**config.mk**
```make
export PLATFORM = sky130hd
export DESIGN_NAME = dmem_arbiter
export DESIGN_NICKNAME = d
export VERILOG_FILES = /design/src/rtl/dmem_arbiter.sv
export SDC_FILE = /design/constraint.sdc
export NUM_CORES = 1
export LEC_CHECK = 0
export ABC_AREA = 0
export BUFFER_PORTS_ARGS = -buffer_cell sky130_fd_sc_hd__buf_2
export CORE_ASPECT_RATIO = 1.1
export CORE_MARGIN = 5
export CORE_UTILIZATION = 35
export DETAILED_ROUTE_END_ITERATION = 8
export PLACE_DENSITY_LB_ADDON = 0.05
export SYNTH_ARGS = -nofsm -noshare
export SYNTH_HDL_FRONTEND = slang
export SYNTH_SLANG_ARGS = --single-unit
```
**constraint.sdc**
```tcl
create_clock -name Clk -period 2.4 [get_ports Clk]
set_clock_uncertainty 0.15 [all_clocks]
set_input_delay 0.36 -clock Clk [delete_from_list [all_inputs] [get_ports Clk]]
set_output_delay 0.36 -clock Clk [all_outputs]
set_load 0.03 [all_outputs]
```
**src/rtl/dmem_arbiter.sv**
```systemverilog
// Two-port round-robin arbiter for the shared single-port data memory.
// Registered grants, bounded locked bursts, registered per-port read data.
module dmem_arbiter #(
  parameter int ADDR_W    = 8,
  parameter int DATA_W    = 8,
  parameter int MAX_BURST = 4
) (
  input  logic              Clk,
  input  logic              Reset,
  input  logic              Req0,
  input  logic              Req1,
  input  logic              Lock0,
  input  logic              Lock1,
  input  logic              We0,
  input  logic              We1,
  input  logic [ADDR_W-1:0] Addr0,
  input  logic [ADDR_W-1:0] Addr1,
  input  logic [DATA_W-1:0] WData0,
  input  logic [DATA_W-1:0] WData1,
  output logic              Gnt0,
  output logic              Gnt1,
  output logic [DATA_W-1:0] RData0,
  output logic [DATA_W-1:0] RData1,
  output logic              RValid0,
  output logic              RValid1,
  output logic              MemWriteEn,
  output logic [ADDR_W-1:0] MemAddr,
  output logic [DATA_W-1:0] MemDataIn,
  input  logic [DATA_W-1:0] MemDataOut
);

  typedef enum logic [1:0] {
    IDLE,
    G0,
    G1
  } state_t;

  localparam logic [3:0] CAP = 4'(MAX_BURST - 1);

  state_t     state;
  state_t     nxt;
  logic       rrptr;
  logic [3:0] cnt;
  logic [3:0] cnt_nxt;
  logic       beat0;
  logic       beat1;

  assign beat0 = (state == G0) & Req0;
  assign beat1 = (state == G1) & Req1;

  function automatic state_t pick(
    input logic r0,
    input logic r1,
    input logic p
  );
    state_t s;
    s = IDLE;
    unique case (1'b1)
      (r0 & r1): s = p ? G1 : G0;
      (r0 & ~r1): s = G0;
      (~r0 & r1): s = G1;
      default: s = IDLE;
    endcase
    return s;
  endfunction

  // cnt_nxt defaults to 0 so any exit or unlocked beat clears the burst
  always_comb begin
    nxt     = state;
    cnt_nxt = '0;
    unique case (state)
      IDLE: nxt = pick(Req0, Req1, rrptr);
      G0: begin
        if (!Req0) begin
          nxt = pick(1'b0, Req1, rrptr);
        end else if (Lock0 && (cnt < CAP || !Req1)) begin
          nxt     = G0;
          cnt_nxt = (cnt < CAP) ? cnt + 4'd1 : 4'd0;
        end else if (Req1) begin
          nxt = G1;
        end else begin
          nxt = G0;
        end
      end
      G1: begin
        if (!Req1) begin
          nxt = pick(Req0, 1'b0, rrptr);
        end else if (Lock1 && (cnt < CAP || !Req0)) begin
          nxt     = G1;
          cnt_nxt = (cnt < CAP) ? cnt + 4'd1 : 4'd0;
        end else if (Req0) begin
          nxt = G0;
        end else begin
          nxt = G1;
        end
      end
      default: nxt = IDLE;
    endcase
  end

  always_comb begin
    MemAddr    = '0;
    MemDataIn  = '0;
    MemWriteEn = 1'b0;
    unique case (state)
      G0: begin
        MemAddr    = Addr0;
        MemDataIn  = WData0;
        MemWriteEn = Req0 & We0 & ~Reset;
      end
      G1: begin
        MemAddr    = Addr1;
        MemDataIn  = WData1;
        MemWriteEn = Req1 & We1 & ~Reset;
      end
      default: begin
        MemAddr    = '0;
        MemDataIn  = '0;
        MemWriteEn = 1'b0;
      end
    endcase
  end

  always_ff @(posedge Clk) begin
    if (Reset) begin
      state   <= IDLE;
      Gnt0    <= 1'b0;
      Gnt1    <= 1'b0;
      rrptr   <= 1'b0;
      cnt     <= '0;
      RData0  <= '0;
      RData1  <= '0;
      RValid0 <= 1'b0;
      RValid1 <= 1'b0;
    end else begin
      state   <= nxt;
      Gnt0    <= (nxt == G0);
      Gnt1    <= (nxt == G1);
      cnt     <= cnt_nxt;
      // leaving a grant hands priority to the other port
      if (state != IDLE && nxt != state)
        rrptr <= (state == G0);
      RValid0 <= beat0 & ~We0;
      RValid1 <= beat1 & ~We1;
      if (beat0 & ~We0)
        RData0 <= MemDataOut;
      if (beat1 & ~We1)
        RData1 <= MemDataOut;
    end
  end

endmodule

```
* Word level (Yosys, flattened, before mapping)
Cells that the tools add are included.
** Storage, ports and cells
- Register bits after elaboration :: 27
- Latch bits :: 0
- Memories kept :: 0
- Memory bits (writable) :: 0
- Word-level logic and storage cells :: 61
- ROM bits :: 0
** Operators by class
- Muxes and demuxes :: 20
- $add $sub $neg :: 1
- $mul :: 0
- Shifts and indexed selects :: 0
- Magnitude comparators :: 1
- Divide/modulo/power cells :: 0
- Equality and inequality tests :: 5
- Bitwise logic cells :: 16
- Reductions and logical operators :: 9
** Operator list (number)
- 8-bit one-hot mux with 2 select lines :: 2
- 4-bit 2-to-1 mux :: 5
- 2-bit 2-to-1 mux :: 8
- 2-bit one-hot mux with 3 select lines :: 2
- 1-bit bitwise AND :: 11
- 4-bit one-hot mux with 2 select lines :: 1
- 1-bit inverter :: 5
- 4-bit by 1-bit adder with 4-bit output, second input constant :: 1
- 2-bit by 1-bit equality test with 1-bit output, second input constant :: 2
- 2-bit equality test, second input constant :: 2
- 4-bit by 2-bit less-than comparator with 1-bit output, second input constant :: 1
- 1-bit logical AND :: 3
- 1-bit logical NOT :: 2
- 2-bit logical NOT :: 1
- 1-bit logical OR :: 2
- 2-bit != test :: 1
- 1-bit one-hot mux with 2 select lines :: 1
- 2-bit nonzero test :: 1
- 1-bit 2-to-1 mux :: 1

* Depth between registers and ports, before layout
Gate-level depths: netlist (run 1).
- Depth after elaboration :: 8
- Mapped depth :: 8
- Mapped depth without buffers :: 8

* Least setup slack after synthesis (run 1)
No wires, ideal clock.
- Path kind :: reg-to-output
- Start point :: register state[1]
- End point :: output port MemWriteEn
- Path buffers :: 2
- Path slack :: 0.060 ns
- Data arrival time :: 1.830 ns
- Cell stages (with the launch flop) :: 6
- Path through :: dfxtp_1 -> ha_1 -> clkbuf_1 -> clkbuf_1 -> nand3_1 -> a21oi_1
** Between the ends
- Cells in the longest elaborated chain, start to end :: 2
- Elaborated cells between the ends (all ways) :: 3
- Classes of those cells :: eq/ne (2); mux (1)
** RTL lines
- from (decl) :: RTL line 40 : state_t state;
- from (signal assigned) :: RTL line 136 : state <= nxt;
- 2-bit equality test or 2-bit by 1-bit equality test with 1-bit output (tied branches) :: RTL line 105 : unique case (state)
- 1-bit one-hot mux with 2 select lines * :: RTL line 105
- to (decl) :: RTL line 26 : output logic MemWriteEn,
Every way passes the cells marked *; elsewhere a longest branch is shown, timed or not.

* Worst setup path after layout (run 1)
- Start point :: register state[0]
- End point :: output port MemWriteEn
The elaborated chain is that of the path after synthesis.

==> metrics.cfg, run 1 <==
[logic_synthesis]
ys_ff_latch=27
synth_top_area_frac=0.399
yosysWarnings=0
avgSynthCellArea_sq_um=8.03
syn_inst=169
yosys_most_used_dff=dfxtp_1
synth_seq_area_share=0.399
synth_enable_flop_cells=0
synth_cell_types=28
yosysTopAreaCell=dfxtp_1
syn_area_sq_um=1360
synthArstFlopShare=0
synth.area.top_cells=dfxtp_1 (40%), nand2_1 (11%), a22oi_1 (8.9%)

[floorplanning]
fp.dieW_microns=69.4
die_y_microns=75.3
io_pins=85
dieArea_sq_um=5220
start_util=0.368
num_rows=23
coreArea_sq_um=3680

[route]
avgViaCountPerCell=4.84
ant_nets=0
wl_per_cell_microns=13.1
drc_errors=0
firstDrtPassIters=4
wl_mm=3.98
drtIter0Drc=71
vias=1467

[power]
power.density_nw_per_um2=516
p_clk_frac=0.255
peakVddDrop_uv=371
combPwrFrac=0.264
power_frac_seq=0.480
power_uw=977
power.share.switching=0.295
internal-power_uw=689
p_sw_uw=288
cellLeakagePower_uw=0.000868

[global_route]
antenna_found_initial=0
grt_max_degree=24
grt_pass1_vias=1396
overflow=0
grt_usage=0.156
grt_pass1_wl_mm=6.56

[setup_path]
path_max_fanout=10
cp.arrival_ps=1720
r2r_slack_ps=190
endpoint_kind=output pin
r2r_start=state[0]$_SDFF_PP0_
startpoint_type=flop
critPathRequiredTime_ps=1890
worstRegToRegCells=8
rr_endpoint=rrptr$_SDFFE_PP0P_
critPathKind=reg2out

[timing]
min_period_over_period=0.931
slew_violations=0
period_needed_ps=2230
setup_viol=0
rsz0062_at_grt=false
setup_tns_ps=0
max_clock_freq_mhz=448
hold_viol_final=0

[status]
outcome=finished, final reports clean

[hold_path]
hold_depth=3
hold_end=RData0[0]$_SDFFE_PP0P_
hold_class=in2reg
worstHoldStart=MemDataOut[0]

[cells_and_area]
fillers=409
syn2layout_area_growth_pct=39.6
antenna_cells=0
nNetsFinal=307
layout-drive-gt1-share=0.399

[cts]
clock-root-buffer=clkbuf_8
cts_num_sinks=27
cts_made_buffers=3
cts_buffer_depth=2
cts_tree=done
cts_setup_buffers=0
cts_htree_levels=1
clk_pin_slew_ps=90
clock_latency_ps=260

[run]
cap_violations=0

[placed_design]
dp_hpwl_mm=3.17
place_congestion=0.876
port_buffers=84

[logic make-up after synthesis]
kind of cell / synth area share
and+or+nand+nor: 0.274
AOI/OAI and AO/OA: 0.224
DFF: 0.399
buffers and inverters: 0.0360
adders and majority gates: 0.0461
muxes: 0.0184
other: 0.00276
[power groups by stage]
stage | logic (uW) | clock network, uW | registers [uW]
final | 258 | 250 | 469
after global routing | 285 | 282 | 471
after CTS | 257 | 262 | 469
after detailed placement | 256 | 0 | 480
after global placement | 258 | 0 | 479
after floorplan | 145 | 0 | 496
[area by class of cell]
cell class / count / area, sq um / area share
Multi-Input combinational cell: 130 / 779 / 0.412
Sequential cell: 27 / 541 / 0.286
Timing Repair Buffer: 88 / 450 / 0.238
Tap cell: 50 / 62.6 / 0.0330
Clock buffer: 4 / 45.0 / 0.0238
Inverter: 4 / 15.0 / 0.00793
[cell usage after synthesis (all sizes together), types with 3 or more instances]
master  number
nand2       38
nor2b       16
nor2         6
a21oi       18
clkbuf       9
dfxtp       27
nand3        3
inv          4
a22oi       16
ha           5
nand2b       3
nor3         4
[state kept, by name, indices dropped and copies added (netlist names)]
register and flops:
RValid1 1, state 2, cnt 4, RData0 8, RData1 8, rrptr 1, RValid0 1, Gnt1 1
Gnt0 1
[stage by stage]
stage / hold WS, ps / cells / setup slack (ps) / instance area, sq um / utilization
after floorplan: 260 / 170 / 60.0 / 1360 / -
after global placement: 280 / 299 / 120 / 1840 / 0.499
after detailed placement: 283 / 299 / 87.8 / 1840 / 0.499
after CTS: 189 / 303 / 71.5 / 1880 / 0.512
after global routing: 192 / 303 / 16.4 / 1890 / 0.514
final: 190 / 303 / 166 / 1890 / 0.514
[worst max-delay path by stage]
stage / from / to / depth (start not counted)
3_3_place_gp: state[0]$_SDFF_PP0_ / rrptr$_SDFFE_PP0P_ / 8
6_report: state[0]$_SDFF_PP0_ / MemWriteEn / 5
5_1_grt: state[0]$_SDFF_PP0_ / MemAddr[6] / 6
4_1_cts: state[0]$_SDFF_PP0_ / rrptr$_SDFFE_PP0P_ / 8
2_1_floorplan: state[1]$_SDFF_PP0_ / MemWriteEn / 5
3_5_place_dp: state[0]$_SDFF_PP0_ / rrptr$_SDFFE_PP0P_ / 8
[what timing repair did]
item | CTS | global route
hold buffers | 0 | 0
setup endpoints to repair | 0 | 18
gates resized for setup | 0 | 3
[placed cells by master, fill, tap and decap left out]
cell	n
buf_2	84
nand2_1	38
dfxtp_1	27
a21oi_1	17
a22oi_1	16
nor2b_1	16
nor2_1	6
inv_1	4
nor3_1	4
buf_4	4
nand3_1	3
nand2b_1	3
ha_1	3
clkbuf_8	3
or2_2	2
o22ai_1	2
a2111oi_0	2
and2_1	2
ha_2	2
conb_1	2
nand3b_1	1
or3_4	1
o221ai_1	1
o21a_1	1
o21ai_2	1
o211ai_1	1
o41ai_2	1
nor4b_1	1
a21oi_2	1
mux2_4	1
a311oi_2	1
mux2i_1	1
clkbuf_1	1
[critical path, cell delays in order, from the launching register on]
cell and delay [ps]:
dfxtp_1 420, inv_1 110, ha_2 420, nand2b_1 110, a21oi_1 160, buf_2 230
[routing by layer]
metal  share of wire  track usage  wire, microns
met4          0.0075       0.0390             30
met5               0            0              0
met3           0.085       0.0515            339
met2            0.48        0.279           1930
met1            0.42        0.183           1690
(Power assumes the default switching activity.)
==> inputs of run 2 (changes only) <==
- CORE_MARGIN: 5 -> unset
==> run 2 against run 1 <==
Against the previous run:
- global-route usage grew 2.3 points
- clock power grew 4%
- utilization grew 0.10 points
- critical path depth grew 1
- combinational power is essentially flat
- largest power group unchanged
- maximum frequency grew 0.33%
==> metrics.cfg, run 2 (same netlist as run 1, synthesis figures left out) <==
[status]
outcome=finished, final reports clean

[timing]
min_period_over_period=0.928
hold_viol_final=0
slew_violations=0
setup_viol=0
setup_tns_ps=0
setup_ws_ps=173
period_needed_ps=2230
relSlewSlack=0.666
max_clock_freq_mhz=449
worst_slew_pin_slew_ps=500
hold-worst-slack_ps=182
rsz0062_at_grt=false

[cells_and_area]
final_common_cell=buf_2
layout-drive-gt1-share=0.398
syn2layout_area_growth_pct=39.9
final_cell_mix=buf_2 (84), nand2_1 (38), dfxtp_1 (26)
fin_util=0.515
nNetsFinal=308
top_regs=RData0 x8, RData1 x8, cnt x4
antenna_cells=0
fillers=404

[global_route]
overflow=0
grt_pass1_wl_mm=5.44
grt_pass1_vias=1272
antenna_found_initial=0
grt_usage=0.179
grt_max_degree=24

[power]
cellLeakagePower_uw=0.000874
peakVddDrop_uv=361
power.density_nw_per_um2=520
power_uw=986

[cts]
clock_latency_ps=270
cts_made_buffers=3
cts_htree_levels=1
cts_tree=done
cts_buffer_depth=2
cts_num_sinks=27
clk_pin_slew_ps=90
clock-root-buffer=clkbuf_8

[floorplanning]
die_y_microns=67.3
io_pins=85
dieArea_sq_um=4130
fp.dieW_microns=61.4
num_rows=23
coreArea_sq_um=3680
start_util=0.368

[setup_path]
cp.arrival_ps=1720
endpoint_kind=output pin
r2r_start=state[0]$_SDFF_PP0_
critPathRequiredTime_ps=1890
r2r_slack_ps=200
path_max_fanout=20
startpoint_type=flop
worstRegToRegCells=8
critPathKind=reg2out
rr_endpoint=rrptr$_SDFFE_PP0P_

[route]
avgViaCountPerCell=4.74
ant_nets=0
wl_mm=3.62
wl_per_cell_microns=11.9
drtIter0Drc=63
firstDrtPassIters=4
drc_errors=0
vias=1442

[hold_path]
hold_class=in2reg
hold_end=RData0[5]$_SDFFE_PP0P_
worstHoldStart=MemDataOut[5]
hold_depth=3

[placed_design]
dpl_worst_slack_ps=165
dp_hpwl_mm=2.78
port_buffers=84
place_congestion=0.771

[run]
cap_violations=0

## run 2: cell count changes in the layout (fill, tap and decap cells not counted), sizes merged
cell      before  now
clkbuf         4    3
clkinvlp       0    1
buf           88   89
## run 2: per-layer routing
metal | share of wire | wire length (microns) | GRT usage | vias up
met1 | 0.46 | 1650 | 0.212 | 633
li1 | - | - | - | 754
met3 | 0.062 | 226 | 0.0421 | 5
met4 | 0.013 | 48 | 0.0722 | 0
met2 | 0.47 | 1690 | 0.306 | 50
met5 | 0 | 0 | 0 | -
## run 2: layout make-up
type                    instances  area, sq um  area share
flip-flops and latches         27          542       0.286
inverters                       4         15.0     0.00792
repair buffers                 89          458       0.241
multi-input cells             130          771       0.406
clock inverters                 1         7.51     0.00396
well taps                      50         62.6      0.0330
clock buffers                   3         41.3      0.0218
## run 2: worst max path at each step
stage                        startpoint            endpoint  depth (start not counted)
floorplan           state[1]$_SDFF_PP0_          MemWriteEn                          5
global placement    state[0]$_SDFF_PP0_  rrptr$_SDFFE_PP0P_                          8
detailed placement  state[0]$_SDFF_PP0_  rrptr$_SDFFE_PP0P_                          8
CTS                 state[0]$_SDFF_PP0_          MemWriteEn                          6
global route        state[0]$_SDFF_PP0_  rrptr$_SDFFE_PP0P_                          8
finish              state[0]$_SDFF_PP0_          MemWriteEn                          6
## run 2: where the power goes
group / leakage, uW / switching, uW / internal (uW) / total (uW)
registers: 0.000220 / 7.34 / 462 / 469
clock network: 0.0000217 / 142 / 118 / 260
logic: 0.000633 / 148 / 108 / 257
total: 0.000874 / 298 / 688 / 986
## run 2: metrics by stage
step                instance area [sq um]  std cells
floorplan                            1360        170
global placement                     1850        300
global route                         1900        304
finish                               1900        304
detailed placement                   1850        300
CTS                                  1900        304
## run 2: critical path, stage by stage, from the launching register on
cell and delay (ps):
dfxtp_2 380, inv_1 80, ha_1 240, buf_4 220
nand3b_1 170, a21oi_1 130, buf_2 220
## run 2: what timing repair did
item,in CTS,in global routing
hold endpoints to repair,0,0
setup buffers,0,0
hold buffers,0,0
setup endpoints to repair,0,3
resized for setup,0,1
==> inputs of run 3 (changes only) <==
- CORE_ASPECT_RATIO: 1.1 -> 1.4
==> run 3 against run 2 <==
Against the previous run:
- clock-buffer cell count grew 1
- design area shrank 0.33%
- critical endpoint is now MemAddr[6]
- die area is essentially flat
- sequential share of layout area grew 0.095 points
- non-clock buffer count grew 1
- cell count shrank 2.3%
- largest power group unchanged
- critical path type unchanged
- register-to-register slack is essentially flat
- via count grew 3.4%
==> metrics.cfg, run 3 (same netlist as run 1, synthesis figures left out) <==
[timing]
setup_viol=0
setup_ws_ps=188
slew_violations=0
min_period_over_period=0.922
period_needed_ps=2210
hold_viol_final=0
max_clock_freq_mhz=452
rsz0062_at_grt=false
setup_tns_ps=0

[floorplanning]
dieArea_sq_um=4130
num_rows=26
io_pins=85
start_util=0.369
fp.dieW_microns=54.6
coreArea_sq_um=3680
die_y_microns=75.7

[setup_path]
startpoint_type=flop
slowest_stage=dfxtp_1
path_max_fanout=16
endpoint_kind=output pin
cp.arrival_ps=1700
cp_common_cell=buf_4
cp_top_family=buffers and inverters
critPathKind=reg2out
cp_slowest_stage_delay_ps=310
critPathBufInv=4
path_cells=buf_4, ha_1, buf_4, buf_4, a22oi_1, nor2b_1, buf_2
critPathRequiredTime_ps=1890

[cts]
clock_latency_ps=260
cts_buffer_depth=2
cts_num_sinks=27
cts_made_buffers=3
clk_pin_slew_ps=80
clock-root-buffer=clkbuf_8
cts_tree=done
cts_htree_levels=1

[route]
vias=1491
avgViaCountPerCell=5.02
ant_nets=0
drc_errors=0
firstDrtPassIters=4
drtIter0Drc=27
wl_mm=3.48
wl_per_cell_microns=11.7

[cells_and_area]
seqCellArea_sq_um=542
antenna_cells=0
syn2layout_area_growth_pct=39.4
multiInputGateArea_sq_um=771
top_regs=RData0 x8, RData1 x8, cnt x4
final_common_cell=buf_2
fillers=402
nNetsFinal=309
final_cell_mix=buf_2 (84), nand2_1 (38), dfxtp_1 (26)
layout-drive-gt1-share=0.396
fin_cells=297

[status]
outcome=finished, final reports clean

[global_route]
grt_usage=0.174
grt_max_degree=24
grt_pass1_wl_mm=5.36
antenna_found_initial=0
overflow=0
grt_pass1_vias=1365

[hold_path]
hold_class=in2reg

[power]
cellLeakagePower_uw=0.000881
peakVddDrop_uv=434
power.density_nw_per_um2=512

[placed_design]
dp_hpwl_mm=2.80
placed_cells=293
port_buffers=84
place_congestion=0.819
dpl_worst_slack_ps=176

[run]
cap_violations=0

[run 3: report_power, final]
group          leakage, uW  switching, uW  internal [uW]
Clock            0.0000228            125            118
Combinational     0.000638            147            109
Sequential        0.000220           6.90            462
[run 3: what timing repair did]
item / in CTS / in global routing
gates resized for setup: 0 / 1
endpoints found under the setup margin: 0 / 10
hold buffers: 0 / 0
setup buffers: 0 / 0
[run 3: final cells by class]
| cell class | instances | share of cell area |
|---|---|---|
| Clock buffer | 4 | 0.0238 |
| Inverter | 4 | 0.00794 |
| Multi-Input combinational cell | 130 | 0.408 |
| Sequential cell | 27 | 0.287 |
| Tap cell | 42 | 0.0278 |
| Timing Repair Buffer | 90 | 0.246 |
[run 3: final timing paths]
| check | start | endpoint | slack [ps] | depth (start not counted) |
|---|---|---|---|---|
| worst min register to register | cnt[0]$_SDFF_PP0_ | cnt[0]$_SDFF_PP0_ | 290 | 1 |
| worst max register to register | state[0]$_SDFF_PP0_ | rrptr$_SDFFE_PP0P_ | 190 | 8 |
| worst min-delay path | MemDataOut[5] | RData1[5]$_SDFFE_PP0P_ | 190 | 3 |
| worst max-delay path | state[1]$_SDFF_PP0_ | MemAddr[6] | 190 | 7 |
[run 3: metal layers]
metal / vias to the layer above / routed length (microns) / track usage
li1: 751 / - / -
met1: 657 / 1320 / 0.178
met2: 76 / 1710 / 0.337
met3: 7 / 381 / 0.0140
met4: 0 / 64 / 0.0826
met5: - / 0 / 0
[run 3: worst reg2reg max path, cell delays in order, from the launching register on]
cell and delay [ps]:
dfxtp_2 370, inv_1 80, ha_1 280, nor3_1 160
o22ai_1 100, a21oi_1 280, mux2_4 330, a311oi_2 210
mux2i_1 200
[run 3: stage by stage]
stage	utilization	hold WS [ps]	cell area, sq um	total power [uW]
6_report	0.514	191	1890	968
5_1_grt	0.514	186	1890	1030
2_1_floorplan	-	260	1360	641
3_3_place_gp	0.502	274	1840	737
3_5_place_dp	0.502	288	1840	737
4_1_cts	0.514	183	1890	983
